`config.mk`:
```
export PLATFORM = sky130hd
export DESIGN_NAME = wb_regfile_flat
export DESIGN_NICKNAME = d
export VERILOG_FILES = /design/src/rtl/riscv_pkg.sv /design/src/rtl/wb_regfile_if.sv /design/src/rtl/wb_result_mux.sv /design/src/rtl/wb_regfile.sv /design/src/flat_wrapper.sv
export SDC_FILE = /design/constraint.sdc
export NUM_CORES = 2
export LEC_CHECK = 0
export BUFFER_PORTS_ARGS = -buffer_cell sky130_fd_sc_hd__buf_2
export CAP_MARGIN = 30
export CELL_PAD_IN_SITES_DETAIL_PLACEMENT = 1
export CELL_PAD_IN_SITES_GLOBAL_PLACEMENT = 2
export CORE_MARGIN = 2
export CORE_UTILIZATION = 27
export CTS_BUF_LIST = sky130_fd_sc_hd__clkbuf_2
export DETAILED_ROUTE_END_ITERATION = 10
export GPL_ROUTABILITY_DRIVEN = 0
export PLACE_DENSITY = 0.63
export REMOVE_ABC_BUFFERS = 1
export SYNTH_ARGS = -nofsm -noshare
export SYNTH_HDL_FRONTEND = slang
export SYNTH_SLANG_ARGS = --single-unit
```
`constraint.sdc`:
```
create_clock -name clk -period 2.5 [get_ports clk]
set_input_delay 0.25 -clock clk [delete_from_list [all_inputs] [get_ports clk]]
set_output_delay 0.25 -clock clk [all_outputs]
set_load 0.005 [all_outputs]
```
`src/rtl/riscv_pkg.sv`:
```
// Shared RV32 pipeline constants: datapath width, write-back result-select encodings
// and the hardwired-zero register index.
package riscv_pkg;

  localparam int unsigned XLEN  = 32;
  localparam int unsigned NREGS = 32;

  localparam logic [1:0] RES_ALU = 2'b00;
  localparam logic [1:0] RES_MEM = 2'b01;
  localparam logic [1:0] RES_PC4 = 2'b10;
  localparam logic [1:0] RES_IMM = 2'b11;

  localparam logic [4:0] REG_ZERO = 5'd0;

endpackage

```
`src/rtl/wb_regfile_if.sv`:
```
// MEM/WB-to-register-file bundle plus the ID-stage read ports.
// The master is the pipeline side; the slave is the register file.
interface wb_regfile_if #(
  parameter int unsigned XLEN = riscv_pkg::XLEN
) ();

  logic            regWriteW;
  logic [1:0]      resultSrcW;
  logic [4:0]      RdW;
  logic [XLEN-1:0] ALUResultW;
  logic [XLEN-1:0] RDW;
  logic [XLEN-1:0] PCPlus4W;
  logic [XLEN-1:0] extImmW;
  logic [4:0]      A1D;
  logic [4:0]      A2D;
  logic [XLEN-1:0] RD1D;
  logic [XLEN-1:0] RD2D;
  logic [XLEN-1:0] resultW;
  logic            wbValidW;
  logic [31:0]     retireCnt;

  modport master (
    output regWriteW, resultSrcW, RdW, ALUResultW, RDW, PCPlus4W, extImmW, A1D, A2D,
    input  RD1D, RD2D, resultW, wbValidW, retireCnt
  );

  modport slave (
    input  regWriteW, resultSrcW, RdW, ALUResultW, RDW, PCPlus4W, extImmW, A1D, A2D,
    output RD1D, RD2D, resultW, wbValidW, retireCnt
  );

endinterface

```
`src/rtl/wb_result_mux.sv`:
```
// Write-back result selector; shared with the forwarding unit.
module wb_result_mux
  import riscv_pkg::*;
#(
  parameter int unsigned XLEN = riscv_pkg::XLEN
) (
  input  logic [1:0]      res_src_i,
  input  logic [XLEN-1:0] alu_i,
  input  logic [XLEN-1:0] mem_i,
  input  logic [XLEN-1:0] pc4_i,
  input  logic [XLEN-1:0] imm_i,
  output logic [XLEN-1:0] result_o
);

  always_comb begin
    result_o = alu_i;
    unique case (res_src_i)
      RES_ALU: result_o = alu_i;
      RES_MEM: result_o = mem_i;
      RES_PC4: result_o = pc4_i;
      RES_IMM: result_o = imm_i;
    endcase
  end

endmodule

```
`src/rtl/wb_regfile.sv`:
```
// WB-stage consumer: selects the result, commits it to the 32x32 integer register file,
// serves the two ID read ports with optional same-cycle bypass, and counts retired writes.
module wb_regfile
  import riscv_pkg::*;
#(
  parameter int unsigned XLEN   = riscv_pkg::XLEN,
  parameter int unsigned NREGS  = riscv_pkg::NREGS,
  parameter bit          BYPASS = 1'b1
) (
  input  logic         clk,
  input  logic         rst,
  wb_regfile_if.slave  bus
);

  logic [XLEN-1:0] regs_q [NREGS];
  logic [XLEN-1:0] regs_d [NREGS];
  logic [31:0]     retire_cnt_q, retire_cnt_d;
  logic [XLEN-1:0] result;
  logic            wb_valid;

  wb_result_mux #(
    .XLEN (XLEN)
  ) u_result_mux (
    .res_src_i (bus.resultSrcW),
    .alu_i     (bus.ALUResultW),
    .mem_i     (bus.RDW),
    .pc4_i     (bus.PCPlus4W),
    .imm_i     (bus.extImmW),
    .result_o  (result)
  );

  assign wb_valid = bus.regWriteW && (bus.RdW != REG_ZERO);

  always_comb begin
    regs_d       = regs_q;
    retire_cnt_d = retire_cnt_q;
    if (wb_valid) begin
      regs_d[bus.RdW] = result;
      retire_cnt_d    = retire_cnt_q + 32'd1;
    end
  end

  always_ff @(posedge clk or negedge rst) begin
    if (!rst) begin
      for (int i = 0; i < int'(NREGS); i++) begin
        regs_q[i] <= '0;
      end
      retire_cnt_q <= '0;
    end else begin
      regs_q       <= regs_d;
      retire_cnt_q <= retire_cnt_d;
    end
  end

  // x0 and held reset read as zero even when the bypass would match.
  function automatic logic [XLEN-1:0] read_port(input logic [4:0] idx);
    if (!rst || idx == REG_ZERO) begin
      return '0;
    end else if (BYPASS && wb_valid && (bus.RdW == idx)) begin
      return result;
    end else begin
      return regs_q[idx];
    end
  endfunction

  always_comb begin
    bus.RD1D = read_port(bus.A1D);
    bus.RD2D = read_port(bus.A2D);
  end

  assign bus.resultW   = result;
  assign bus.wbValidW  = wb_valid;
  assign bus.retireCnt = retire_cnt_q;

endmodule

```
`src/flat_wrapper.sv`:
```
// flat-port wrapper written by rule: the top's interface ports become plain ports
module wb_regfile_flat import riscv_pkg::*;
#(
  parameter int unsigned XLEN   = riscv_pkg::XLEN,
  parameter int unsigned NREGS  = riscv_pkg::NREGS,
  parameter bit          BYPASS = 1'b1
)
  (clk, rst, bus_regWriteW, bus_resultSrcW, bus_RdW, bus_ALUResultW, bus_RDW, bus_PCPlus4W, bus_extImmW, bus_A1D, bus_A2D, bus_RD1D, bus_RD2D, bus_resultW, bus_wbValidW, bus_retireCnt);
  wb_regfile_if #(.XLEN(XLEN)) bus_i ();
  input  logic clk;
  input  logic rst;
  input wire logic [$bits(bus_i.regWriteW)-1:0] bus_regWriteW;
  input wire logic [$bits(bus_i.resultSrcW)-1:0] bus_resultSrcW;
  input wire logic [$bits(bus_i.RdW)-1:0] bus_RdW;
  input wire logic [$bits(bus_i.ALUResultW)-1:0] bus_ALUResultW;
  input wire logic [$bits(bus_i.RDW)-1:0] bus_RDW;
  input wire logic [$bits(bus_i.PCPlus4W)-1:0] bus_PCPlus4W;
  input wire logic [$bits(bus_i.extImmW)-1:0] bus_extImmW;
  input wire logic [$bits(bus_i.A1D)-1:0] bus_A1D;
  input wire logic [$bits(bus_i.A2D)-1:0] bus_A2D;
  output wire logic [$bits(bus_i.RD1D)-1:0] bus_RD1D;
  output wire logic [$bits(bus_i.RD2D)-1:0] bus_RD2D;
  output wire logic [$bits(bus_i.resultW)-1:0] bus_resultW;
  output wire logic [$bits(bus_i.wbValidW)-1:0] bus_wbValidW;
  output wire logic [$bits(bus_i.retireCnt)-1:0] bus_retireCnt;
  assign bus_i.regWriteW = bus_regWriteW;
  assign bus_i.resultSrcW = bus_resultSrcW;
  assign bus_i.RdW = bus_RdW;
  assign bus_i.ALUResultW = bus_ALUResultW;
  assign bus_i.RDW = bus_RDW;
  assign bus_i.PCPlus4W = bus_PCPlus4W;
  assign bus_i.extImmW = bus_extImmW;
  assign bus_i.A1D = bus_A1D;
  assign bus_i.A2D = bus_A2D;
  assign bus_RD1D = bus_i.RD1D;
  assign bus_RD2D = bus_i.RD2D;
  assign bus_resultW = bus_i.resultW;
  assign bus_wbValidW = bus_i.wbValidW;
  assign bus_retireCnt = bus_i.retireCnt;
  wb_regfile #(.XLEN(XLEN), .NREGS(NREGS), .BYPASS(BYPASS)) u_core (.clk(clk), .rst(rst), .bus(bus_i));
endmodule
```
==> summary.txt <==
STA
  – Fmax: 245 MHz
  – Post-route setup slack: -1.58 ns
  – Hold slack: around 0.12 ns
  – Setup Viol. Count Final: 81
  – Unrepaired setup endpoints after global routing: true
  – Pin slew with the least headroom to its limit: 1.24 ns
  – Max-slew violations: 0
  – Period utilisation layout: 163%
  – Final Hold Fails: 0
  – Rel. slew slack: 17.4%
  – Period minus WS final: 4.08 ns
  – Setup Skew: 0.105 ns

CTS
  – Clock Tree Buf Depth: 4
  – Worst skew pair latency: 1.80 ns
  – # clock sinks: 1056
  – Clock transition at path regs: about 0.1 ns
  – Total CTS buffers: 320
  – H-Tree Depth: 5
  – CTS tree: built
  – Clk root buf: clkbuf_2

Critical path
  – CP Class: reg -> out
  – CP Capture Type: output pin
  – Critical Path Source Type: flip-flop
  – Worst Path Arrival: 3.83 ns
  – WP data required: 2.25 ns
  – Top Family by Delay on Critical Path: multiplexers
  – Critical-path cell list: mux4_2, mux2_2, a221o_2, a32o_1, buf_2
  – Crit-path max cell delay: 0.47 ns
  – Slowest stage cell, crit path: mux4_2
  – Critical path peak fanout: 3
  – CP bufs+invs: 1

Synth
  – Synth Register Bits: 1056
  – Main synth FF type: dfrtp_1
  – Fraction of registers with async set/reset: between 90% and 100%
  – Synthesized area: 55200 um2
  – Top cell type's share of synthesized area: between 40% and 50%
  – Top post-synthesis cells by area: dfrtp_1, mux4_2, o21ai_0, nand2_1, mux2i_1
  – EDFF count, synth: 0
  – Seq/Total Area, Yosys: 47.9%
  – Unique masters post-synth: 58
  – Synth Instances: 5198
  – Synth warn: 0
  – Mean post-synth cell area: between 10 and 15 um2
  – Synth area leader: dfrtp_1

Global route
  – Initial antenna violation count: 9
  – Grt total ovfl: 0
  – Vias in the first global route: ~50000
  – First-pass GRT wire length: around 360 mm
  – Gr usage total: 23.9%
  – Largest net degree at the start of global routing: 140

Final layout
  – Area Overhead vs Synth: 29.0%
  – Layout Cells excl Fill: 8993
  – Most common cell after layout, fill and taps aside: nand2_1
  – Final Core Density: between 30% and 40%
  – Proportion of layout cells with a drive suffix above 1: 34.0%
  – Sequential Area: 26400 um2
  – Nets: approximately 6300
  – Fill count: 22700
  – Most frequent cells in the layout: nand2_1, dfrtp_1, o21ai_0, buf_4, clkbuf_2
  – Area of the multi-input gates: 27900 um2

Power and ir drop
  – Comb pwr share: 26.7%
  – P_leak: around 33 nW
  – PD cells: 698 nW/um2
  – Seq pwr share: approximately 47%
  – VDD IR-drop max: 0.288 mV
  – Sw Share: 35.0%
  – Sw Pwr: ~0.017 W
  – Pint: 0.0323 W
  – Clock share of power: about a quarter

Die
  – Initial Util: 27.2%
  – Die area: around 210000 um2
  – Chip width: 456 um
  – Ports: approximately 280
  – Cell row count: 165
  – Die Span Y: between 400 and 500 um
  – Core Footprint: 203000 um2

Route
  – Antenna viol nets, final: 0
  – Detailed-route wire length per cell: around 28 um
  – Via count: 47400
  – Residual DRC: 0
  – Via density: between 5 and 6
  – First-pass iteration count of the detailed router: 5
  – Number of DRC markers in iteration 0: 3191
  – DRT Wirelength: 252 mm

Outcome
  – Status: complete, but fails checks
  – Violated checks: negative setup slack

Flow run
  – Max cap viols: 0

Placement
  – IO Port Bufs: 276
  – Cells after DPL: 8150
  – DP HPWL: about 170 mm

Min path
  – Path category of the worst min-delay check: in -> reg
==> registers in the layout (all words and copies together) (netlist names) <==
register	flops
u_core.bus.retireCnt	32
u_core.regs_q	1024
==> power groups by stage <==
stage	Clock, W	Combinational, W	Sequential, W
after detailed placement	0	0.0115	0.0237
final	0.0131	0.0133	0.0233
after global routing	0.0145	0.0145	0.0238
after floorplan	0	0.00681	0.0227
after CTS	0.0136	0.0129	0.0232
after global placement	0	0.0112	0.0234
==> worst paths after layout <==
| kind | from | end | slack, ns | depth (start not counted) |
|---|---|---|---|---|
| setup reg to reg | u_core.bus.retireCnt[3] | u_core.bus.retireCnt[13] | 0.10 | 7 |
| hold / removal | bus_regWriteW | u_core.bus.retireCnt[22] | 0.12 | 8 |
| hold reg to reg | u_core.regs_q[1002] | u_core.regs_q[1002] | 0.41 | 0 |
| max in group asynchronous | rst | u_core.regs_q[643] | 0.75 | 7 |
| min in group asynchronous | rst | u_core.regs_q[401] | 0.22 | 5 |
| setup / recovery | u_core.regs_q[763] | bus_RD1D[27] | -1.58 | 5 |
==> timing repair <==
item / CTS / global route
resized for setup: 193 / 70
pin swaps: 93 / 43
hold endpoints to repair: 2080 / 91
hold buffers: 178 / 6
setup buffers: 98 / 32
endpoints found under the setup margin: 96 / 122
==> layer usage <==
layer,GRT usage (%),part of all wire (%),vias to the layer above
li1,-,-,20800
met1,30.9,43,24700
met2,39.7,48,1366
met3,4.20,4.9,453
met4,9.45,4.1,2
met5,0,0.0048,-
==> cell type report <==
cell class | count | area share [%]
Antenna cell | 9 | 0.0316
Clock buffer | 469 | 3.30
Clock inverter | 55 | 0.295
Inverter | 33 | 0.174
Multi-Input combinational cell | 3556 | 39.3
Sequential cell | 1056 | 37.1
Tap cell | 2672 | 4.70
Timing Repair Buffer | 1143 | 15.1
==> worst reg2reg max path, delay by kind of cell, from the launching register on <==
family,cells,cell delay (ns)
and+or+nand+nor,3,0.84
buffers and inverters,2,0.77
DFF,1,0.37
xor gates and xnor gates,1,0.16
AOI/OAI and AO/OA,1,0.09
==> metrics by stage <==
stage          area [um2]  worst slack [ns]  TNS (ns)  total power (W)
2_1_floorplan       52800            -0.239     -7.21           0.0295
3_3_place_gp        64200            -0.734    -26.87           0.0346
3_5_place_dp        64300            -0.590    -26.44           0.0352
4_1_cts             70300             -1.80   -106.11           0.0498
5_1_grt             71200             -1.76    -98.77           0.0528
6_report            71200             -1.58    -79.73           0.0497
==> cells in the mapped netlist (24+ instances only) <==
cell type	number
a21oi_1	76
a22oi_1	77
a32o_1	32
buf_2	114
buf_4	27
clkbuf_1	383
dfrtp_1	1056
inv_1	33
mux2_2	51
mux2i_1	300
mux4_2	395
nand2_1	1111
nor2_1	71
nor2b_1	24
o21ai_0	1030
o22ai_1	104
xnor2_1	27
==> kinds of logic after synthesis <==
logic type / Yosys count / share of synthesized area, %
AOI/OAI and AO/OA: 1450 / 14.7
and+or+nand+nor: 1314 / 9.56
DFF: 1056 / 47.9
muxes: 750 / 22.7
buffers and inverters: 586 / 4.53
xor gates and xnor gates: 41 / 0.651
adders and majority gates: 1 / 0.0227
No activity file was read; power rests on OpenSTA's default activity.
